## src/rtl/jacobi_sweep_ctrl.sv

```systemverilog
// Jacobi sweep sequencer: fetches up/down/centre rows for each interior row and
// writes the stencil result into the destination grid. Includes its protocol checker.
module jacobi_sweep_ctrl_chk (
    input logic clock,
    input logic reset_n,
    input logic busy,
    input logic done,
    input logic cfg_err,
    input logic WE,
    input logic nb_valid
);

    // busy drops in the same cycle done is pulsed
    ap_done_not_busy: assert property (@(posedge clock) disable iff (!reset_n)
        !(busy && done));

    // writes and neighbour data only exist inside an accepted sweep
    ap_we_busy: assert property (@(posedge clock) disable iff (!reset_n)
        WE |-> busy);

    // neighbour rows are only presented during an accepted sweep
    ap_nb_busy: assert property (@(posedge clock) disable iff (!reset_n)
        nb_valid |-> busy);

    // done is a single-cycle pulse
    ap_done_pulse: assert property (@(posedge clock) disable iff (!reset_n)
        done |=> !done);

    // rejected starts never open a sweep
    ap_err_idle: assert property (@(posedge clock) disable iff (!reset_n)
        cfg_err |-> !busy);

endmodule

module jacobi_sweep_ctrl #(
    parameter int AW = 8,
    parameter int DW = 192
) (
    input  logic          clock,
    input  logic          reset_n,
    input  logic          start,
    input  logic [AW-1:0] SrcBase,
    input  logic [AW-1:0] DstBase,
    input  logic [AW-1:0] NumRows,
    output logic          busy,
    output logic          done,
    output logic          cfg_err,
    output logic [AW-1:0] ReadAddress1,
    output logic [AW-1:0] ReadAddress2,
    input  logic [DW-1:0] ReadBus1,
    input  logic [DW-1:0] ReadBus2,
    output logic          WE,
    output logic [AW-1:0] WriteAddress,
    output logic [DW-1:0] WriteBus,
    output logic          nb_valid,
    output logic [DW-1:0] UpRow,
    output logic [DW-1:0] DnRow,
    output logic [DW-1:0] CtrRow,
    output logic [AW-1:0] row_idx,
    input  logic          res_valid,
    input  logic [DW-1:0] ResultBus
);

    typedef enum logic [2:0] {
        IDLE     = 3'd0,
        RD_UD    = 3'd1,
        RD_C     = 3'd2,
        WAIT_RES = 3'd3,
        WRITE    = 3'd4
    } state_t;

    localparam logic [AW:0]   ONE_W   = {{AW{1'b0}}, 1'b1};
    localparam logic [AW:0]   MAX_ROW = {1'b0, {AW{1'b1}}};
    localparam logic [AW-1:0] ONE_A   = {{(AW-1){1'b0}}, 1'b1};
    localparam logic [AW-1:0] TWO_A   = ONE_A + ONE_A;
    localparam logic [AW-1:0] THREE_A = TWO_A + ONE_A;

    // Range checks are done one bit wider so an overflowing top halo is caught.
    function automatic logic cfgReject(input logic [AW-1:0] src,
                                       input logic [AW-1:0] dst,
                                       input logic [AW-1:0] num);
        logic [AW:0] srcLo;
        logic [AW:0] srcHi;
        logic [AW:0] dstLo;
        logic [AW:0] dstHi;
        logic [AW:0] dstTop;
        srcLo  = {1'b0, src};
        srcHi  = {1'b0, src} + {1'b0, num} + ONE_W;
        dstLo  = {1'b0, dst} + ONE_W;
        dstHi  = {1'b0, dst} + {1'b0, num};
        dstTop = dstHi + ONE_W;
        cfgReject = (num == {AW{1'b0}}) || (srcHi > MAX_ROW) || (dstTop > MAX_ROW) ||
                    ((srcLo <= dstHi) && (dstLo <= srcHi));
    endfunction

    state_t        state_r;
    state_t        nextState_s;
    logic [AW-1:0] srcBase_r;
    logic [AW-1:0] dstBase_r;
    logic [AW-1:0] numRows_r;
    logic [AW-1:0] srcBase_s;
    logic [AW-1:0] dstBase_s;
    logic [AW-1:0] numRows_s;
    logic [AW-1:0] rowIdx_s;
    logic          busy_s;
    logic          done_s;
    logic          cfgErr_s;
    logic [AW-1:0] readAddr1_s;
    logic [AW-1:0] readAddr2_s;
    logic          we_s;
    logic [AW-1:0] writeAddr_s;
    logic [DW-1:0] writeBus_s;
    logic          nbValid_s;
    logic [DW-1:0] upRow_s;
    logic [DW-1:0] dnRow_s;
    logic [DW-1:0] ctrRow_s;
    logic          cfgBad_s;
    logic          lastRow_s;

    assign cfgBad_s  = cfgReject(SrcBase, DstBase, NumRows);
    assign lastRow_s = (row_idx == (numRows_r - ONE_A));

    // State register
    always_ff @(posedge clock or negedge reset_n) begin
        if (!reset_n) begin
            state_r <= IDLE;
        end else begin
            state_r <= nextState_s;
        end
    end

    // Next-state decode
    always_comb begin
        nextState_s = state_r;
        case (state_r)
            IDLE: begin
                if (start && !cfgBad_s) begin
                    nextState_s = RD_UD;
                end else begin
                    nextState_s = IDLE;
                end
            end
            RD_UD:    nextState_s = RD_C;
            RD_C:     nextState_s = WAIT_RES;
            WAIT_RES: begin
                if (res_valid) begin
                    nextState_s = WRITE;
                end else begin
                    nextState_s = WAIT_RES;
                end
            end
            WRITE: begin
                if (lastRow_s) begin
                    nextState_s = IDLE;
                end else begin
                    nextState_s = RD_UD;
                end
            end
            default: nextState_s = IDLE;
        endcase
    end

    // Next values for every registered output and latched configuration
    always_comb begin
        srcBase_s   = srcBase_r;
        dstBase_s   = dstBase_r;
        numRows_s   = numRows_r;
        rowIdx_s    = row_idx;
        busy_s      = busy;
        done_s      = 1'b0;
        cfgErr_s    = 1'b0;
        readAddr1_s = ReadAddress1;
        readAddr2_s = ReadAddress2;
        we_s        = WE;
        writeAddr_s = WriteAddress;
        writeBus_s  = WriteBus;
        nbValid_s   = nb_valid;
        upRow_s     = UpRow;
        dnRow_s     = DnRow;
        ctrRow_s    = CtrRow;
        case (state_r)
            IDLE: begin
                if (start) begin
                    if (cfgBad_s) begin
                        cfgErr_s = 1'b1;
                    end else begin
                        srcBase_s   = SrcBase;
                        dstBase_s   = DstBase;
                        numRows_s   = NumRows;
                        rowIdx_s    = {AW{1'b0}};
                        busy_s      = 1'b1;
                        readAddr1_s = SrcBase;
                        readAddr2_s = SrcBase + TWO_A;
                    end
                end else begin
                    busy_s = 1'b0;
                end
            end
            RD_UD: begin
                upRow_s     = ReadBus1;
                dnRow_s     = ReadBus2;
                readAddr1_s = srcBase_r + row_idx + ONE_A;
            end
            RD_C: begin
                ctrRow_s  = ReadBus1;
                nbValid_s = 1'b1;
            end
            WAIT_RES: begin
                if (res_valid) begin
                    we_s        = 1'b1;
                    writeAddr_s = dstBase_r + row_idx + ONE_A;
                    writeBus_s  = ResultBus;
                    nbValid_s   = 1'b0;
                end else begin
                    nbValid_s = 1'b1;
                end
            end
            WRITE: begin
                we_s = 1'b0;
                if (lastRow_s) begin
                    busy_s = 1'b0;
                    done_s = 1'b1;
                end else begin
                    rowIdx_s    = row_idx + ONE_A;
                    readAddr1_s = srcBase_r + row_idx + ONE_A;
                    readAddr2_s = srcBase_r + row_idx + THREE_A;
                end
            end
            default: begin
                busy_s    = 1'b0;
                we_s      = 1'b0;
                nbValid_s = 1'b0;
            end
        endcase
    end

    // Output and configuration registers; reset clears WE immediately
    always_ff @(posedge clock or negedge reset_n) begin
        if (!reset_n) begin
            srcBase_r    <= {AW{1'b0}};
            dstBase_r    <= {AW{1'b0}};
            numRows_r    <= {AW{1'b0}};
            row_idx      <= {AW{1'b0}};
            busy         <= 1'b0;
            done         <= 1'b0;
            cfg_err      <= 1'b0;
            ReadAddress1 <= {AW{1'b0}};
            ReadAddress2 <= {AW{1'b0}};
            WE           <= 1'b0;
            WriteAddress <= {AW{1'b0}};
            WriteBus     <= {DW{1'b0}};
            nb_valid     <= 1'b0;
            UpRow        <= {DW{1'b0}};
            DnRow        <= {DW{1'b0}};
            CtrRow       <= {DW{1'b0}};
        end else begin
            srcBase_r    <= srcBase_s;
            dstBase_r    <= dstBase_s;
            numRows_r    <= numRows_s;
            row_idx      <= rowIdx_s;
            busy         <= busy_s;
            done         <= done_s;
            cfg_err      <= cfgErr_s;
            ReadAddress1 <= readAddr1_s;
            ReadAddress2 <= readAddr2_s;
            WE           <= we_s;
            WriteAddress <= writeAddr_s;
            WriteBus     <= writeBus_s;
            nb_valid     <= nbValid_s;
            UpRow        <= upRow_s;
            DnRow        <= dnRow_s;
            CtrRow       <= ctrRow_s;
        end
    end

    jacobi_sweep_ctrl_chk chk (
        .clock    (clock),
        .reset_n  (reset_n),
        .busy     (busy),
        .done     (done),
        .cfg_err  (cfg_err),
        .WE       (WE),
        .nb_valid (nb_valid)
    );

endmodule

```

## config.mk

```make
export PLATFORM = sky130hd
export DESIGN_NAME = jacobi_sweep_ctrl
export DESIGN_NICKNAME = d
export VERILOG_FILES = /design/src/rtl/jacobi_sweep_ctrl.sv
export SDC_FILE = /design/constraint.sdc
export NUM_CORES = 2
export LEC_CHECK = 0
export BUFFER_PORTS_ARGS = -buffer_cell sky130_fd_sc_hd__clkbuf_2
export CORE_AREA = 8 8 542 544
export DETAILED_ROUTE_END_ITERATION = 16
export DIE_AREA = 0 0 550 552
export PLACE_DENSITY = 0.38
export SKIP_CTS_REPAIR_TIMING = 1
export SLEW_MARGIN = 20
export SYNTH_ARGS = -nofsm -noshare
export SYNTH_HDL_FRONTEND = slang
export SYNTH_SLANG_ARGS = --single-unit
```

## constraint.sdc

```tcl
create_clock -name clock -period 5 [get_ports clock]
set_input_delay 0.5 -clock clock [delete_from_list [all_inputs] [get_ports clock]]
set_output_delay 0.5 -clock clock [all_outputs]
set_load 0.02 [all_outputs]
```

==> flow_summary.ini <==
[synthesis]
syn_area_per_cell_um2 = 9.90
synth-warning-count = 0
ys_ff_latch = 832
synthesis.nets = 4060
netlist_area_mm2 = 0.0336
synthTopCellsByArea = dfrtp_1 62%, nand2_1 20%, mux2_2 7.6%
synth_top_cell_by_area = dfrtp_1
synth_cell_type_count = 64
synth_edf_count = 0
syn_inst = 3398
ys_seq_area_share_pct = 61.9
async_flop_share_pct = 100
synth_top_area_share_pct = 61.9
synth_flop_cell = dfrtp_1

[sta]
max_freq_mhz = 258
finalCritPeriodShare_pct = 77.4
slew_violations = 0
finalSetupViolations = 0
whs_ns = 0.00538
period_minus_slack_ns = 3.87
hold_viol = 0
clock-skew-final_ns = 0.0852
maxSlewHeadroom_pct = 23.7
max_slew.worst_pin.slew_ns = 1.14
rsz0062_at_grt = false
fin_setup_tns_ns = 0

[routing]
wl_per_cell_um = 22.5
dr_total_vias = 32100
via_per_inst = 3.47
dr.pass1.iters = 5
drt_iter0_markers = 1997
drcViolationCount = 0
postRouteAntennaNets = 0
wl_mm = 208

[critical_path]
critPathBufInv = 4
path_common_cell = a21oi_1
critical_path.top_delay_family = compound AO/OA/AOI/OAI gates
required_ns = 5.64
critPathMaxStageDelay_ns = 0.40
crit_slowest_cell = fa_1
critPathLaunchType = input port
cp-end-kind = flop
path_cells = clkbuf_2, inv_1, ha_1, fa_1, nand2b_1, a21oi_1, o21ai_0, a21o_1, nand2b_1, a21oi_1, ha_1, a211oi_1, o211ai_1, o311ai_0, a21oi_1, nor3_1, nand2_1, buf_4, nand3_2, buf_12, mux2_2
worstPathMaxFanout = 17
crit_arrival_ns = 4.50
worstSetupPathType = in2reg

[clocking]
numCtsBuffers = 109
cts.reportedPaths.clkPinSlew_ns = 0.06
cts_tree = done
insertion_delay_ns = 0.83
cts.sinks = 832
clock_path_buffers = 4
htreeDepth = 3
cts_root_buf = clkbuf_16

[floorplanning]
fp.coreArea_mm2 = 0.286
fp.dieH_um = 552
fp.dieW_um = 550
dieArea_mm2 = 0.304
initial_core_util_pct = 11.8
ios = 1409
core.rowCount = 197

[placement]
io_buffers = 1408
gp_congestion = 0.895
detailed_place_hpwl_mm = 168
placed_area_mm2 = 0.0454

[grt]
overflow = 0
antenna_found_initial = 51
grt_pass1_wl_mm = 278
grt_usage_pct = 13.0
grt_pass1_vias = 31700
grt_start_max_net_pins = 177

[outcome]
status = completed

[flow_run]
drv_cap = 0

[layout]
final_cell_area_mm2 = 0.0548
synthToLayoutAreaGrowth_pct = 62.8
drive_above_1_share_pct = 34.8
fin_nets = 6028

[power]
p_leak_uw = 0.0278
vdd_drop_max_mv = 0.347
p_total_uw = 38900
powerDensity_mw_per_mm2 = 711

[min_path]
hold_path_class = in2reg
synthesized netlist by cell type (8+ instances only):
cell,instances
a21o_1,8
a21oi_1,34
buf_1,8
clkbuf_1,146
dfrtp_1,832
ha_1,54
inv_1,36
mux2_2,228
nand2_1,1769
nand3_1,24
nor2_1,34
nor2b_1,8
nor3_1,8
o21ai_0,34
xnor2_1,34
xor2_1,22
logic make-up (layout without fill, tap and decap cells):
kind of cell,Yosys count,after routing,synth area share [%]
adders and majority gates,59,59,2.28
buffers and inverters,201,2247,2.35
AOI/OAI and AO/OA,124,124,2.44
DFF,832,832,61.9
xor gates and xnor gates,56,56,1.46
other,0,19,0
muxes,230,230,7.69
and+or+nand+nor,1896,1896,21.9
layer usage:
metal  vias up  track usage, %  wire, um  part of all wire [%]
met4        20            3.50      7020                   3.4
met1     15800            15.3     85900                    41
met3       254            5.31     18000                   8.7
met2      1266            21.7     96500                    46
li1      14700               -         -                     -
met5         -               0       127                 0.061
cells in the final DEF, fill, tap and decap left out, types with 24 or more instances in the layout:
cell / count
nand2_1: 1768
clkbuf_16: 109
mux2_2: 228
nor2_1: 34
o21ai_0: 34
dlygate4sd3_1: 554
inv_1: 36
ha_1: 54
a21oi_1: 34
xnor2_1: 34
clkbuf_2: 1407
dfrtp_1: 832
nand3_1: 24
buf_4: 43
worst paths after layout:
| path | end | start | slack (ns) | cells past startpoint |
|---|---|---|---|---|
| min | DnRow[36] | ReadBus2[36] | 0.005 | 3 |
| min in group asynchronous | WriteBus[178] | reset_n | 0.32 | 2 |
| max | dstBase_r[7] | SrcBase[0] | 1.13 | 21 |
| max in group asynchronous | UpRow[113] | reset_n | 3.32 | 3 |
| min reg2reg | WriteBus[15] | WriteBus[15] | 0.47 | 2 |
| max reg2reg | ReadAddress1[7] | row_idx[0] | 1.74 | 10 |
registers in the layout (all words and copies together) (netlist names):
signal	flops
row_idx	8
done	1
DnRow	192
state_r	3
ReadAddress1	8
numRows_r	8
WriteAddress	8
busy	1
nb_valid	1
CtrRow	192
WE	1
UpRow	192
cfg_err	1
srcBase_r	8
ReadAddress2	8
dstBase_r	8
WriteBus	192
power breakdown:
group	leakage (uW)	switching [uW]	total, uW	internal (uW)
logic	0.0158	12600	18400	5760
registers	0.0102	2170	12200	10100
clock network	0.00183	3320	8340	5010
total	0.0278	18100	38900	20900
final cells by class:
type	instances	area, um^2
Antenna cell	19	47.5
Clock inverter	47	683
Clock buffer	142	3050
Tap cell	3781	4730
Inverter	37	144
Multi-Input combinational cell	2365	12000
Sequential cell	832	20800
Timing Repair Buffer	2021	13200
Fill cell	31900	231000
worst reg2reg max path, stage by stage (launching register included):
cell,delay (ns)
dfrtp_1,0.54
ha_1,0.34
fa_1,0.42
a21oi_1,0.21
o21ai_0,0.13
xor2_1,0.52
nand2_1,0.11
nor4b_1,0.36
xnor2_1,0.17
a21oi_1,0.08
mux2_2,0.27
through the flow:
step	std cells	util, %	setup WS [ns]
2_1_floorplan	3398	-	0.944
3_3_place_gp	8482	15.9	0.271
3_5_place_dp	8482	15.9	0.380
4_1_cts	8671	17.2	1.23
5_1_grt	9236	19.1	0.852
6_report	9244	19.2	1.13
Power figures use the tool's default switching activity.
